**src/rtl/tawas_axi_load.sv**
```systemverilog
// tawas_axi_load: per-slice AXI load-return engine feeding the register-file write port.
// Define TAWAS_AXI_LOAD_ERR_EN to add the sticky per-slice LD_ERR flag driven by RRESP.

module tawas_axi_load_slice (
    input  logic       CLK,
    input  logic       RST_N,
    input  logic       set,
    input  logic       clr,
    input  logic [2:0] set_sel,
    input  logic [1:0] set_size,
    input  logic       set_signed,
    input  logic [1:0] set_lane,
    output logic       busy,
    output logic [2:0] ctx_sel,
    output logic [1:0] ctx_size,
    output logic       ctx_signed,
    output logic [1:0] ctx_lane
);
    // set and clr never coincide: accept needs ~busy, a matched return needs busy
    always_ff @(posedge CLK) begin
        if (!RST_N) begin
            busy       <= 1'b0;
            ctx_sel    <= '0;
            ctx_size   <= '0;
            ctx_signed <= 1'b0;
            ctx_lane   <= '0;
        end else if (set) begin
            busy       <= 1'b1;
            ctx_sel    <= set_sel;
            ctx_size   <= set_size;
            ctx_signed <= set_signed;
            ctx_lane   <= set_lane;
        end else if (clr) begin
            busy       <= 1'b0;
        end
    end
endmodule

module tawas_axi_load #(
    parameter int AR_FIFO_DEPTH = 4,  // >= 4 so every slice's request always fits
    parameter int WB_REG        = 1
) (
    input  logic        CLK,
    input  logic        RST_N,
    input  logic        LD_REQ,
    input  logic [1:0]  LD_SLICE,
    input  logic [2:0]  LD_SEL,
    input  logic [31:0] LD_ADDR,
    input  logic [1:0]  LD_SIZE,
    input  logic        LD_SIGNED,
    output logic        LD_RDY,
    output logic [3:0]  LD_BUSY,
`ifdef TAWAS_AXI_LOAD_ERR_EN
    output logic [3:0]  LD_ERR,
`endif
    output logic        ARVALID,
    input  logic        ARREADY,
    output logic [31:0] ARADDR,
    output logic [1:0]  ARID,
    input  logic        RVALID,
    output logic        RREADY,
    input  logic [1:0]  RID,
    input  logic [31:0] RDATA,
    input  logic [1:0]  RRESP,
    output logic        AXI_LOAD_VLD,
    output logic [1:0]  AXI_LOAD_SLICE,
    output logic [2:0]  AXI_LOAD_SEL,
    output logic [31:0] AXI_LOAD
);
    localparam int PW = (AR_FIFO_DEPTH > 1) ? $clog2(AR_FIFO_DEPTH) : 1;
    localparam int CW = $clog2(AR_FIFO_DEPTH + 1);
    localparam logic [PW-1:0] LAST = PW'(AR_FIFO_DEPTH - 1);

    function automatic logic [PW-1:0] ptr_next(input logic [PW-1:0] p);
        return (p == LAST) ? '0 : p + 1'b1;
    endfunction

    function automatic logic [31:0] ld_extract(input logic [31:0] d, input logic [1:0] size,
                                               input logic sgn, input logic [1:0] lane);
        logic [7:0]  b;
        logic [15:0] h;
        b = d[{lane, 3'b000} +: 8];
        h = lane[1] ? d[31:16] : d[15:0];
        case (size)
            2'd0:    return {{24{sgn & b[7]}}, b};
            2'd1:    return {{16{sgn & h[15]}}, h};
            default: return d;
        endcase
    endfunction

    // ---------------- request accept / AR issue queue ----------------
    logic [AR_FIFO_DEPTH-1:0][31:0] ar_mem;  // {slice, addr[31:2]}
    logic [PW-1:0] wr_ptr, rd_ptr;
    logic [CW-1:0] ar_cnt;
    logic          ar_push, ar_pop;

    assign LD_RDY  = LD_REQ & ~LD_BUSY[LD_SLICE];
    assign ar_push = LD_RDY;
    assign ARVALID = (ar_cnt != '0);
    assign ar_pop  = ARVALID & ARREADY;
    assign ARID    = ar_mem[rd_ptr][31:30];
    assign ARADDR  = {ar_mem[rd_ptr][29:0], 2'b00};

    always_ff @(posedge CLK) begin
        if (ar_push)
            ar_mem[wr_ptr] <= {LD_SLICE, LD_ADDR[31:2]};
    end

    always_ff @(posedge CLK) begin
        if (!RST_N) begin
            wr_ptr <= '0;
            rd_ptr <= '0;
            ar_cnt <= '0;
        end else begin
            if (ar_push) wr_ptr <= ptr_next(wr_ptr);
            if (ar_pop)  rd_ptr <= ptr_next(rd_ptr);
            case ({ar_push, ar_pop})
                2'b10:   ar_cnt <= ar_cnt + 1'b1;
                2'b01:   ar_cnt <= ar_cnt - 1'b1;
                default: ;
            endcase
        end
    end

    // ---------------- per-slice context ----------------
    logic             rready_q;
    logic             r_hs, r_match;
    logic [3:0]       slot_set, slot_clr;
    logic [3:0][2:0]  ctx_sel;
    logic [3:0][1:0]  ctx_size, ctx_lane;
    logic [3:0]       ctx_signed;

    always_ff @(posedge CLK) begin
        if (!RST_N) rready_q <= 1'b0;
        else        rready_q <= 1'b1;
    end

    assign RREADY  = rready_q;
    assign r_hs    = RVALID & rready_q;
    assign r_match = r_hs & LD_BUSY[RID];

    genvar s;
    generate
        for (s = 0; s < 4; s++) begin : g_slice
            assign slot_set[s] = ar_push & (LD_SLICE == 2'(s));
            assign slot_clr[s] = r_match & (RID == 2'(s));
            tawas_axi_load_slice u_slice (
                .CLK        (CLK),
                .RST_N      (RST_N),
                .set        (slot_set[s]),
                .clr        (slot_clr[s]),
                .set_sel    (LD_SEL),
                .set_size   (LD_SIZE),
                .set_signed (LD_SIGNED),
                .set_lane   (LD_ADDR[1:0]),
                .busy       (LD_BUSY[s]),
                .ctx_sel    (ctx_sel[s]),
                .ctx_size   (ctx_size[s]),
                .ctx_signed (ctx_signed[s]),
                .ctx_lane   (ctx_lane[s])
            );
        end
    endgenerate

    // ---------------- return data path ----------------
    logic [31:0] r_ext, wb_data;

    assign r_ext = ld_extract(RDATA, ctx_size[RID], ctx_signed[RID], ctx_lane[RID]);

`ifdef TAWAS_AXI_LOAD_ERR_EN
    logic [3:0] err_q;

    // unmatched beats flag the slice too: they indicate a protocol fault upstream
    always_ff @(posedge CLK) begin
        if (!RST_N)
            err_q <= '0;
        else if (r_hs && (!LD_BUSY[RID] || RRESP != 2'b00))
            err_q[RID] <= 1'b1;
    end

    assign LD_ERR  = err_q;
    assign wb_data = (RRESP != 2'b00) ? 32'hDEADBEEF : r_ext;
`else
    logic unused_rresp;
    assign unused_rresp = ^RRESP;
    assign wb_data      = r_ext;
`endif

    // last writeback is held so the register-file port sees stable data between strobes
    logic [1:0]  wb_slice_q;
    logic [2:0]  wb_sel_q;
    logic [31:0] wb_data_q;

    always_ff @(posedge CLK) begin
        if (!RST_N) begin
            wb_slice_q <= '0;
            wb_sel_q   <= '0;
            wb_data_q  <= '0;
        end else if (r_match) begin
            wb_slice_q <= RID;
            wb_sel_q   <= ctx_sel[RID];
            wb_data_q  <= wb_data;
        end
    end

    generate
        if (WB_REG != 0) begin : g_wb_reg
            logic vld_q;
            always_ff @(posedge CLK) begin
                if (!RST_N) vld_q <= 1'b0;
                else        vld_q <= r_match;
            end
            assign AXI_LOAD_VLD   = vld_q;
            assign AXI_LOAD_SLICE = wb_slice_q;
            assign AXI_LOAD_SEL   = wb_sel_q;
            assign AXI_LOAD       = wb_data_q;
        end else begin : g_wb_comb
            assign AXI_LOAD_VLD   = r_match;
            assign AXI_LOAD_SLICE = r_match ? RID          : wb_slice_q;
            assign AXI_LOAD_SEL   = r_match ? ctx_sel[RID] : wb_sel_q;
            assign AXI_LOAD       = r_match ? wb_data      : wb_data_q;
        end
    endgenerate
endmodule

```
**config.mk**
```make
export PLATFORM = sky130hd
export DESIGN_NAME = tawas_axi_load
export DESIGN_NICKNAME = d
export VERILOG_FILES = /design/src/rtl/tawas_axi_load.sv
export SDC_FILE = /design/constraint.sdc
export NUM_CORES = 1
export LEC_CHECK = 0
export BUFFER_PORTS_ARGS = -buffer_cell sky130_fd_sc_hd__buf_2
export CAP_MARGIN = 25
export CORE_MARGIN = 10
export CORE_UTILIZATION = 57
export CTS_BUF_LIST = sky130_fd_sc_hd__clkbuf_2
export CTS_CLUSTER_DIAMETER = 150
export DETAILED_ROUTE_END_ITERATION = 12
export GPL_ROUTABILITY_DRIVEN = 0
export PLACE_DENSITY = 0.82
export SKIP_LAST_GASP = 1
export SLEW_MARGIN = 20
export SYNTH_ARGS = -nofsm -noshare
export SYNTH_HDL_FRONTEND = slang
export SYNTH_SLANG_ARGS = --single-unit
```
**constraint.sdc**
```tcl
create_clock -name CLK -period 2.5 [get_ports CLK]
set_input_delay 0.125 -clock CLK [delete_from_list [all_inputs] [get_ports CLK]]
set_output_delay 0.125 -clock CLK [all_outputs]
set_load 0.005 [all_outputs]
```
==> metrics.md, run 1 <==
| Metric | Value |
|---|---|
| Status | `finished clean` |
| Final worst path period share | `between 90% and 100%` |
| # Post-CTS Setup Buffers | `0` |
| Buf+Inv Stages, Crit Path | `2` |
| R2R cell count | `5` |
| First-pass GRT wire length | `between 30 and 40 mm` |
| Final min period | `2.34 ns` |
| Core box area | `around 0.015 mm²` |
| Synth Area in XOR/XNOR | `0.204%` |
| Slew HR | `between 50% and 60%` |
| Simple logic cell fraction of the synthesized area | `about 6.6%` |
| Drt total wl | `approximately 23 mm` |
| Register area | `around 0.0055 mm²` |
| Nets | `around 960` |
| Worst EP required | `between 2 and 2.5 ns` |
| Area contributors post-synth | `edfxtp_1, dfxtp_1, mux4_2` |
| Port Buffers | `~160` |
| Placed standard-cell area | `about 0.0096 mm²` |
| Max-cap violations | `0` |
| CP Capture Type | `output pin` |
| Setup violations, final | `0` |
| Critical path class | `register to output pin` |
| Cell area after layout | `~0.011 mm²` |
| Final setup skew | `0.0615 ns` |
| Unrepaired setup endpoints after global routing | `no` |
| FMAX | `428 MHz` |
| Leak Pwr | `about 4.3 nW` |
| Start point of the critical path | `rd_ptr[0]` |
| Worst hold stages | `5` |
| Avg Cell Area, Syn | `14.6 µm²` |
| Starting Density | `58.6%` |
| Post-synthesis mux area share | `between 10% and 20%` |
| Final HPWL DP | `around 14 mm` |
| Num CTS Buffers | `between 50 and 60` |
| CP Launch Type | `register` |
| Slew Viols, Final | `0` |
| Post-DRT Antenna Nets | `0` |
| Grt total ovfl | `0` |
| Slew @ Worst Pin | `about 0.63 ns` |
| Hold Crit Class | `primary input to register` |
| Met2 Usage GRT | `around two fifths` |
| Layout cell share with drive strength beyond 1 | `33.7%` |
| FFs w/ async S/R, synth | `0%` |
| Slowest cell on crit path | `mux4_2` |
| Multi-input logic area | `roughly 0.0029 mm²` |
| Die width | `143 µm` |
| Final Non-Filler Cells | `1,090` |
| Register area share after synthesis | `63.9%` |
| Worst Path Arrival | `around 2.2 ns` |
| Diode count | `0` |
| Adder-Cell Fraction of Synth Area | `~1.1%` |
| Top-level I/O count | `160` |
| Cell family with most CP delay | `multiplexers` |
| DR vias/cell | `5.74` |
| Cell Area, Synth | `0.00858 mm²` |
| Hold Crit Start | `RID[1]` |
| Gr busiest metal | `met2` |
| Top_reg_cell synth | `edfxtp_1` |
| EDFF count, synth | `roughly 130` |
| Cell variety after synth | `43` |
| Area leader, netlist | `edfxtp_1` |
| Root buffer cell | `clkbuf_2` |
| Die height | `between 100 and 150 µm` |
| Post-synth top area share | `about 45%` |
| WL per Instance | `approximately 21 µm` |
| Full die area | `a little over 0.02 mm²` |
| Area added between synthesis and finish | `28.6%` |
| CTS max path bufs | `3` |
| Final core area utilization | `around 75%` |
| Worst skew pair latency | `a little over 0.8 ns` |
| Total GRT Usage | `roughly 22%` |
| CP cell instances | `buf_6 > mux4_2 > buf_2` |
| Worst path depth | `3` |
| YS warnings | `0` |
| DRC errors left | `0` |
| Final Hold Fails | `0` |
| Number of filler instances in the final layout | `about 860` |
| Clock Sinks | `between 200 and 250` |
| Met3 usage | `~6.9%` |
| Placed cell count | `900` |
| Initial DRT Pass Iterations | `5` |
| Worst path max stage delay | `roughly 0.55 ns` |
| # rows | `44` |
| Peak supply drop | `between 0.4 and 0.5 mV` |
| Initial drt markers | `between 500 and 600` |
| CTS tree | `yes` |
| Main combinational cell family by area after synthesis | `multiplexers` |
| Cells after Synth | `roughly 590` |
| PwrDens | `just under 700 mW/mm²` |
| CTS clk-pin slew, worst paths | `about 0.090 ns` |
| Vias in the first global route | `6,648` |
| Seq cells post-synth | `between 200 and 250` |
| H-tree levels | `2` |
| Vias post-DR | `around 6,300` |
| Initial antenna violation count | `0` |
| Met1 Track Usage GR | `25.9%` |
| Post-synthesis compound-gate area fraction | `roughly a tenth` |
| Pin count of the biggest net entering global routing | `44` |
| Setup TNS | `0 ns` |
| RR Startpoint | `g_slice[3].u_slice.ctx_size[1]` |
| Worst Path Max Fanout | `12` |
-- cells in the final DEF, fill, tap and decap left out, types with 5 or more instances in the layout --
| master | count |
|---|---|
| nand2_1 | 66 |
| a21oi_1 | 45 |
| a21boi_0 | 32 |
| inv_1 | 8 |
| ha_1 | 6 |
| mux2i_1 | 13 |
| clkinv_1 | 11 |
| a221oi_1 | 7 |
| mux4_1 | 12 |
| o21ai_0 | 29 |
| buf_4 | 11 |
| dlygate4sd3_1 | 99 |
| buf_2 | 155 |
| mux4_2 | 36 |
| clkbuf_2 | 77 |
| a22o_1 | 15 |
| dfxtp_1 | 81 |
| nor2b_1 | 17 |
| edfxtp_1 | 128 |
| buf_12 | 5 |
-- where the power goes --
part | leakage, nW | switching [mW] | internal, mW | total (mW)
Combinational | 2.14 | 0.622 | 0.734 | 1.36
Clock | 0.360 | 1.32 | 0.928 | 2.25
Sequential | 1.84 | 0.0937 | 3.83 | 3.93
-- sequential cells by signal, summed over array words and instances (netlist names) --
name and cells:
g_slice.u_slice.ctx_lane 8, ar_mem 128, AXI_LOAD 32, AXI_LOAD_SLICE 2
g_slice.u_slice.busy 4, g_slice.u_slice.ctx_sel 12, rd_ptr 2, g_slice.u_slice.ctx_size 8
AXI_LOAD_SEL 3, g_slice.u_slice.ctx_signed 4, AXI_LOAD_VLD 1, wr_ptr 2
RREADY 1, ar_cnt 3
-- metal layers --
metal,vias to the layer above,wire (µm)
met5,-,0
met4,0,473
met3,50,2120
met2,342,11600
met1,3040,8360
li1,2826,-
-- path summary, 6_finish.rpt --
check / to / slack [ns]
setup / recovery: ARADDR[12] / 0.16
hold / removal: g_slice[3].u_slice.busy / 0.06
setup reg to reg: AXI_LOAD[12] / 0.18
hold reg to reg: g_slice[0].u_slice.ctx_lane[0] / 0.48
-- worst reg2reg max path, stage by stage, from the launching register on --
cell and delay, ns:
dfxtp_1 0.32, mux4_2 0.59, nor2_1 0.44, a221oi_1 0.19
dlygate4sd3_1 0.61, a21oi_1 0.16
-- metrics by stage --
step	hold slack, ns	total power [mW]	setup slack [ns]
after detailed placement	0.341	5.23	0.270
after CTS	0.00363	7.57	0.0156
after global routing	0.00221	7.91	0.0111
final	0.0594	7.54	0.163
after global placement	0.335	5.19	0.390
after floorplan	0.153	4.72	0.144
-- area by class of cell --
class                           count  area share, %
Clock inverter                     14          0.805
Multi-Input combinational cell    326           25.8
Tap cell                          184           2.09
Timing Repair Buffer              271           17.8
Inverter                            8          0.272
Sequential cell                   210           49.7
Clock buffer                       77           3.49
-- synth_stat cells (4+ instances only) --
cell type / number
mux4_1: 12
clkbuf_1: 27
ha_1: 6
buf_4: 8
buf_2: 6
and2_1: 8
or3_1: 4
nor3b_1: 4
edfxtp_1: 128
a21oi_1: 45
nor2b_1: 17
mux4_2: 36
a22o_1: 15
a221oi_1: 7
a21boi_0: 32
o21ai_0: 29
nand2_1: 66
mux2i_1: 13
inv_1: 8
dfxtp_1: 82
-- what timing repair did --
action | in CTS | in global routing
hold buffers | 96 | 3
endpoints found under the hold margin | 207 | 7
gates resized for setup | 1 | 2
endpoints found under the setup margin | 10 | 3
pin swaps | 0 | 0
-- cell families (layout without fill, tap and decap cells) --
group,Yosys count,after routing
flip-flops,210,210
buffers and inverters,53,370
AO/OA/AOI/OAI,135,135
multiplexers,65,65
other,1,2
adder cells (fa/ha/maj),7,7
XOR/XNOR,2,2
AND/OR/NAND/NOR,115,115
Power figures use the tool's default switching activity.
==> run 2: changes to the inputs <==
--- a/config.mk
+++ b/config.mk
@@ -5,15 +5,17 @@
 export SDC_FILE = /design/constraint.sdc
 export NUM_CORES = 1
 export LEC_CHECK = 0
+export ABC_AREA = 1
 export BUFFER_PORTS_ARGS = -buffer_cell sky130_fd_sc_hd__buf_2
 export CAP_MARGIN = 25
 export CORE_MARGIN = 10
-export CORE_UTILIZATION = 57
+export CORE_UTILIZATION = 58
 export CTS_BUF_LIST = sky130_fd_sc_hd__clkbuf_2
 export CTS_CLUSTER_DIAMETER = 150
 export DETAILED_ROUTE_END_ITERATION = 12
 export GPL_ROUTABILITY_DRIVEN = 0
-export PLACE_DENSITY = 0.82
+export MAX_ROUTING_LAYER = met4
+export PLACE_DENSITY = 0.83
 export SKIP_LAST_GASP = 1
 export SLEW_MARGIN = 20
 export SYNTH_ARGS = -nofsm -noshare
==> run 2 against run 1 <==
Compared with the run above:
- combinational power grew 37%
- total power grew 5.9%
- non-clock buffer count grew 8
- sequential power is essentially flat
- clock power shrank 3%
- first-iteration DRC count grew 50%
- critical endpoint is now AXI_LOAD[13]
- largest cell class unchanged
- highest routed layer unchanged
==> metrics.md, run 2 <==
| Metric | Value |
|---|---|
| Max-cap violations | `0 (unchanged)` |
| Start point of the critical path | `g_slice[0].u_slice.ctx_lane[1]` |
| Worst hold stages | `2 (-3)` |
| Cell Area, Synth | `0.00866 mm² (+0.85%)` |
| DR vias/cell | `5.64 (-1.8%)` |
| Final Hold Fails | `0 (unchanged)` |
| Hold Crit Start | `LD_ADDR[18]` |
| Status | `finished clean` |
| Cell variety after synth | `30 (-30%)` |
| Post-DRT Antenna Nets | `0 (unchanged)` |
| Gr busiest metal | `met2` |
| CP Launch Type | `register` |
| RR Startpoint | `g_slice[0].u_slice.ctx_lane[1]` |
| Cell area after layout | `0.0112 mm² (+1.0%)` |
| CP dominant cell by count | `nand2_1` |
| Worst EP required | `3.20 ns (+0.82 ns)` |
| Area added between synthesis and finish | `28.8%` |
| Final HPWL DP | `13.5 mm (-0.11%)` |
| Port Buffers | `155 (unchanged)` |
| Initial drt markers | `756 (+50%)` |
| Slew HR | `62.3% (+4.2 points)` |
| Critical path class | `register to register` |
| Num CTS Buffers | `50 (-2.0%)` |
| Top-level I/O count | `160 (unchanged)` |
| CTS clk-pin slew, worst paths | `0.11 ns (+0.02 ns)` |
| Worst skew pair latency | `0.76 ns (-0.05 ns)` |
| Register area share after synthesis | `63.4% (-0.54 points)` |
| Cell family with most CP delay | `simple AND/OR/NAND/NOR gates` |
| Met3 usage | `5.91% (-1.0 points)` |
| Area contributors post-synth | `edfxtp_1, dfxtp_1, o21ai_0` |
| PwrDens | `715 mW/mm² (+4.8%)` |
| Unrepaired setup endpoints after global routing | `yes` |
| Met1 Track Usage GR | `27.3% (+1.4 points)` |
| H-tree levels | `2 (unchanged)` |
| Top-count cell post-synth | `o21ai_0` |
| Top reg by flops | `ar_mem` |
| Grt total ovfl | `0 (unchanged)` |
| Slew @ Worst Pin | `0.561 ns (-0.0671 ns)` |
| Vias in the first global route | `7,570 (+14%)` |
| Most frequent cells in the layout | `buf_2, o21ai_0, edfxtp_1` |
| YS warnings | `0 (unchanged)` |
| RR Endpoint | `AXI_LOAD[13]` |
| Number of filler instances in the final layout | `922 (+6.7%)` |
| First-pass GRT wire length | `37.8 mm (+5.6%)` |
| Final min period | `2.36 ns (+0.0204 ns)` |
| CP cell instances | `inv_1 > o21ai_2 > nand2_4 > nand2_8 > nand2_1 > nand2_1 > nand2_2 > nand2_1 > nand2_1 > a21oi_1 > dlygate4sd3_1` |
| Vias post-DR | `7,636 (+22%)` |
| Full die area | `0.0202 mm² (-0.77%)` |
| Setup violations, final | `0 (unchanged)` |
| Setup TNS | `0 ns (unchanged)` |
| Met2 Usage GRT | `38.8% (+0.82 points)` |
| Final setup skew | `0.0256 ns (-0.0360 ns)` |
| Buf+Inv Stages, Crit Path | `2 (unchanged)` |
| Core box area | `0.0146 mm² (-0.38%)` |
| WL per Instance | `17.6 µm (-15%)` |
| Total GRT Usage | `23.5% (+1.4 points)` |
| R2R cell count | `11 (+6)` |
| CP Capture Type | `register` |
| # rows | `44 (unchanged)` |
| Worst Hold End | `ar_mem[16]` |
| Nets | `1,224 (+28%)` |
| Max reg flops | `128 (unchanged)` |
| Leak Pwr | `4.54 nW (+4.7%)` |
| DRC errors left | `0 (unchanged)` |
| Top_reg_cell synth | `edfxtp_1` |
| Final worst path period share | `94.3% (+0.82 points)` |
| Post-synth top area share | `44.4% (-0.38 points)` |
| Worst path max stage delay | `0.59 ns (+0.04 ns)` |
| Hold WS | `0.112 ns (+0.0524 ns)` |
| Slew Viols, Final | `0 (unchanged)` |
| Post-synth top cells | `o21ai_0, edfxtp_1, a21oi_1` |
| Worst reg2reg setup slack | `0.14 ns (-0.04 ns)` |
| Most common cell after layout, fill and taps aside | `buf_2` |
| Die width | `142 µm (-0.39%)` |
| Cells after Synth | `860 (+46%)` |
| Drt total wl | `23.9 mm (+5.8%)` |
| Die height | `142 µm (-0.39%)` |
| Placed standard-cell area | `0.00956 mm² (unchanged)` |
| Slowest cell on crit path | `dlygate4sd3_1` |
| FMAX | `424 MHz (-0.86%)` |
| Area leader, netlist | `edfxtp_1` |
| Pin count of the biggest net entering global routing | `67 (+52%)` |
| Starting Density | `59.3% (+0.72 points)` |
| Initial antenna violation count | `0 (unchanged)` |
| Seq cells post-synth | `210 (unchanged)` |
| Initial DRT Pass Iterations | `6 (+1)` |
| Worst Path Arrival | `3.05 ns (+0.84 ns)` |
| Layout cell share with drive strength beyond 1 | `24.4% (-9.2 points)` |
| Final Non-Filler Cells | `1,355 (+24%)` |
| Placed cell count | `1,158 (+29%)` |
| Worst Path Max Fanout | `17 (+5)` |
| Hold Crit Class | `primary input to register` |
| Peak supply drop | `0.359 mV (-22%)` |
| Root buffer cell | `clkbuf_2` |
| EDFF count, synth | `128 (unchanged)` |
| CTS tree | `yes` |
| FFs w/ async S/R, synth | `0% (unchanged)` |
| Avg Cell Area, Syn | `10.1 µm² (-31%)` |
| Clock Sinks | `210 (unchanged)` |
| CTS max path bufs | `3 (unchanged)` |
-- run 2: cell count changes after synthesis, sizes merged, moves of 8 or more --
cell    previous run  this run
o22ai              0        40
mux4              48         0
nand3              3        46
nor2               3       101
a21boi            32         0
nor2b             17         0
o21ai             30       138
mux2i             14         0
nand2             66       107
a21oi             45       104
inv                8        47
a22o              15         0
and2               8         0
-- run 2: layer usage --
layer / wire length [µm] / up-vias
li1: - / 3600
met1: 9080 / 3491
met2: 11900 / 469
met3: 2340 / 76
met4: 569 / 0
met5: 0 / -
-- run 2: worst register-to-register path, stage by stage (launching register included) --
cell and delay (ns):
dfxtp_1 0.33, inv_1 0.05, o21ai_2 0.15, nand2_4 0.18
nand2_8 0.18, nand2_1 0.10, nand2_1 0.12, nand2_2 0.08
nand2_1 0.09, nand2_1 0.21, a21oi_1 0.24, dlygate4sd3_1 0.59
-- run 2: cell families (layout without fill, tap and decap cells) --
logic type	count (synthesis)	in the layout	synth area share, %
AO/OA/AOI/OAI	283	283	17.1
buffers and inverters	104	413	5.48
AND/OR/NAND/NOR	255	255	13.0
flip-flops	210	210	63.4
adder cells (fa/ha/maj)	7	7	1.10
other	1	3	0.0433
-- run 2: repair_timing --
| action | CTS | global route |
|---|---|---|
| resized for setup | 1 | 11 |
| buffers inserted | 0 | 3 |
| pin swaps | 0 | 1 |
| cloned | 0 | 0 |
| hold endpoints to repair | 228 | 0 |
| endpoints found under the setup margin | 1 | 33 |
| hold buffers | 107 | 0 |
-- run 2: worst max path at each step --
stage | endpoint | slack [ns] | cells past startpoint
3_3_place_gp | ar_cnt[2] | 0.40 | 14
3_5_place_dp | ar_cnt[2] | 0.33 | 14
2_1_floorplan | ar_mem[100] | 0.03 | 5
5_1_grt | AXI_LOAD[13] | -0.03 | 11
4_1_cts | ARID[1] | 0.04 | 5
6_report | AXI_LOAD[13] | 0.14 | 11
-- run 2: area by class of cell --
type                       count  area [µm²]  share of cell area, %
clock buffer                  75         375                   3.37
tap                          184         230                   2.06
timing repair buffer         279        2040                   18.3
inverter                      48         193                   1.73
sequential                   210        5490                   49.2
clock inverter                11        68.8                  0.617
antenna                        1        2.50                 0.0224
multi-input combinational    547        2750                   24.7
-- run 2: through the flow --
step,utilization [%],setup WS [ns],total power [mW]
floorplan,-,0.0345,4.99
global placement,65.5,0.402,5.68
detailed placement,65.5,0.328,5.72
CTS,76.0,0.0391,7.97
global route,76.4,-0.0260,8.43
finish,76.4,0.142,7.98
-- run 2: report_power, final --
| group | leakage, nW | internal (mW) | switching (mW) |
|---|---|---|---|
| Combinational | 2.35 | 0.738 | 1.13 |
| Clock | 0.349 | 0.892 | 1.29 |
| Sequential | 1.84 | 3.85 | 0.0709 |
| Total | 4.54 | 5.48 | 2.49 |
==> run 3: changes to the inputs <==
--- a/config.mk
+++ b/config.mk
@@ -10,12 +10,13 @@
 export CAP_MARGIN = 25
 export CORE_MARGIN = 10
 export CORE_UTILIZATION = 58
-export CTS_BUF_LIST = sky130_fd_sc_hd__clkbuf_2
+export CTS_BUF_LIST = sky130_fd_sc_hd__clkbuf_4
 export CTS_CLUSTER_DIAMETER = 150
 export DETAILED_ROUTE_END_ITERATION = 12
 export GPL_ROUTABILITY_DRIVEN = 0
 export MAX_ROUTING_LAYER = met4
 export PLACE_DENSITY = 0.83
+export SKIP_CTS_REPAIR_TIMING = 1
 export SKIP_LAST_GASP = 1
 export SLEW_MARGIN = 20
 export SYNTH_ARGS = -nofsm -noshare
==> run 3 against run 2 <==
Compared with the run above:
- count of clock-buffer cells in the layout up 4
- sequential share of layout area rose by 0.65 points
- non-clock buffer count fell by 30
- clock power up 26%
- setup slack better by 0.077 ns
- critical path depth decreased by 6
- register-to-register slack improved by 0.31 ns
- largest cell class unchanged
- largest power group unchanged
- highest routed layer unchanged
==> metrics.md, run 3 (synthesis gave the netlist of run 2 again) <==
| Metric | Value |
|---|---|
| Hold WS | `0.0340 ns (-0.0777 ns)` |
| Vias post-DR | `7,435 (-2.6%)` |
| Critical path class | `register to output pin` |
| Most frequent cells in the layout | `buf_2, o21ai_0, edfxtp_1` |
| Worst skew pair latency | `0.63 ns (-0.13 ns)` |
| Net Sw Power | `2.49 mW (about the same)` |
| CTS max path bufs | `3 (unchanged)` |
| DR vias/cell | `5.59 (-0.80%)` |
| Port Buffers | `155 (unchanged)` |
| DRC errors left | `0 (unchanged)` |
| Clock Sinks | `210 (unchanged)` |
| Root buffer cell | `clkbuf_4` |
| Setup TNS | `0 ns (unchanged)` |
| Comb pwr share | `21.4% (-2.1 points)` |
| Worst Path Arrival | `2.16 ns (-0.89 ns)` |
| Max-cap violations | `0 (unchanged)` |
| Slew @ Worst Pin | `0.628 ns (+0.0664 ns)` |
| Pin count of the biggest net entering global routing | `67 (unchanged)` |
| Top-level I/O count | `160 (unchanged)` |
| Most common cell after layout, fill and taps aside | `buf_2` |
| Final HPWL DP | `13.5 mm (unchanged)` |
| Slew Viols, Final | `0 (unchanged)` |
| Clk pwr share | `32.4% (+5.0 points)` |
| Int Power | `5.99 mW (+9.3%)` |
| WL per Instance | `17.2 µm (-2.5%)` |
| Multi-input logic area | `0.00273 mm² (-0.68%)` |
| Placed cell count | `1,158 (unchanged)` |
| H-tree levels | `2 (unchanged)` |
| Slew HR | `58.2% (-4.2 points)` |
| Final core area utilization | `75.4% (-0.99 points)` |
| Core box area | `0.0146 mm² (unchanged)` |
| Die width | `142 µm (unchanged)` |
| Top reg by flops | `ar_mem` |
| Wire length on met1 | `8.94 mm (-1.5%)` |
| CTS clk-pin slew, worst paths | `0.06 ns (-0.05 ns)` |
| Num CTS Buffers | `52 (+4.0%)` |
| Routed wl met2 | `11.2 mm (-5.4%)` |
| PwrDens | `771 mW/mm² (+7.8%)` |
| Final worst path period share | `91.2% (-3.1 points)` |
| DR top layer | `met4` |
| Sw Share | `29.4% (-1.9 points)` |
| Final setup skew | `0.0375 ns (+0.0119 ns)` |
| Grt total ovfl | `0 (unchanged)` |
| Seq pwr share | `46.2% (-3.0 points)` |
| Peak supply drop | `0.536 mV (+49%)` |
| Layout cell share with drive strength beyond 1 | `24.8% (+0.36 points)` |
| First-pass GRT wire length | `33.2 mm (-12%)` |
| CP Launch Type | `register` |
| Nets | `1,196 (-2.3%)` |
| Final min period | `2.28 ns (-0.0766 ns)` |
| Worst EP required | `2.38 ns (-0.82 ns)` |
| Initial antenna violation count | `0 (unchanged)` |
| Drt total wl | `22.8 mm (-4.3%)` |
| Worst Path Max Fanout | `26 (+9)` |
| Max reg flops | `128 (unchanged)` |
| Slowest cell on crit path | `dfxtp_1` |
| Worst path max stage delay | `0.42 ns (-0.17 ns)` |
| CP Capture Type | `output pin` |
| Leak Pwr | `4.38 nW (-3.5%)` |
| CTS tree | `yes` |
| Status | `finished clean` |
| Total GRT Usage | `20.6% (-2.9 points)` |
| Final Hold Fails | `0 (unchanged)` |
| Metal3 WL | `1.94 mm (-17%)` |
| Unrepaired setup endpoints after global routing | `no` |
| Number of filler instances in the final layout | `966 (+4.8%)` |
| FMAX | `438 MHz (+3.4%)` |
| Vias in the first global route | `6,788 (-10%)` |
| Area added between synthesis and finish | `27.1%` |
| Starting Density | `59.3% (unchanged)` |
| Post-DRT Antenna Nets | `0 (unchanged)` |
| Hold Crit Class | `primary input to register` |
| Full die area | `0.0202 mm² (unchanged)` |
| Die height | `142 µm (unchanged)` |
| CP cell instances | `inv_1 > buf_4 > o21ai_0 > o22ai_1 > buf_2` |
| Initial drt markers | `685 (-9.4%)` |
| # rows | `44 (unchanged)` |
| Setup violations, final | `0 (unchanged)` |
| Register area | `0.00549 mm² (unchanged)` |
| Initial DRT Pass Iterations | `5 (-1)` |
| Final Non-Filler Cells | `1,330 (-1.8%)` |
run 3: layout make-up:
class / count / share of cell area, %
clock buffers: 79 / 5.39
clock inverters: 12 / 0.432
multi-input cells: 547 / 24.8
repair buffers: 249 / 15.7
diodes: 1 / 0.0227
well taps: 184 / 2.09
inverters: 48 / 1.66
flip-flops and latches: 210 / 49.9
run 3: power by group through the flow:
| stage | logic (mW) | registers, mW | clock network, mW |
|---|---|---|---|
| after floorplan | 1.00 | 3.99 | 0 |
| after global routing | 2.02 | 3.94 | 2.99 |
| after CTS | 1.73 | 3.92 | 2.81 |
| final | 1.81 | 3.92 | 2.75 |
| after global placement | 1.69 | 3.99 | 0 |
| after detailed placement | 1.72 | 4.00 | 0 |
run 3: worst max-delay path, delay by kind of cell (launching register included):
family	cells	cell delay (ns)
compound gates	2	0.36
buf+inv	3	0.76
flops	1	0.42
run 3: path summary, 6_finish.rpt:
path / from / end / slack (ns) / depth (start not counted)
max reg2reg: g_slice[3].u_slice.busy / ar_cnt[2] / 0.45 / 11
max: rd_ptr[1] / ARADDR[25] / 0.22 / 5
min reg2reg: g_slice[2].u_slice.ctx_lane[1] / g_slice[2].u_slice.ctx_lane[1] / 0.45 / 2
min: LD_REQ / wr_ptr[1] / 0.03 / 5
run 3: stage by stage:
stage	cell area (µm²)	total power, mW	worst slack, ns
after floorplan	8660	4.99	0.0345
after global placement	9560	5.68	0.402
after detailed placement	9560	5.72	0.328
after CTS	10200	8.45	0.140
after global routing	11000	8.95	0.0275
final	11000	8.49	0.219
run 3: metal layers:
layer  up-vias  global-route usage (%)
met5         -                       -
li1       3539                       -
met2       367                    33.1
met4         0                    7.10
met1      3451                    24.2
met3        78                    5.91
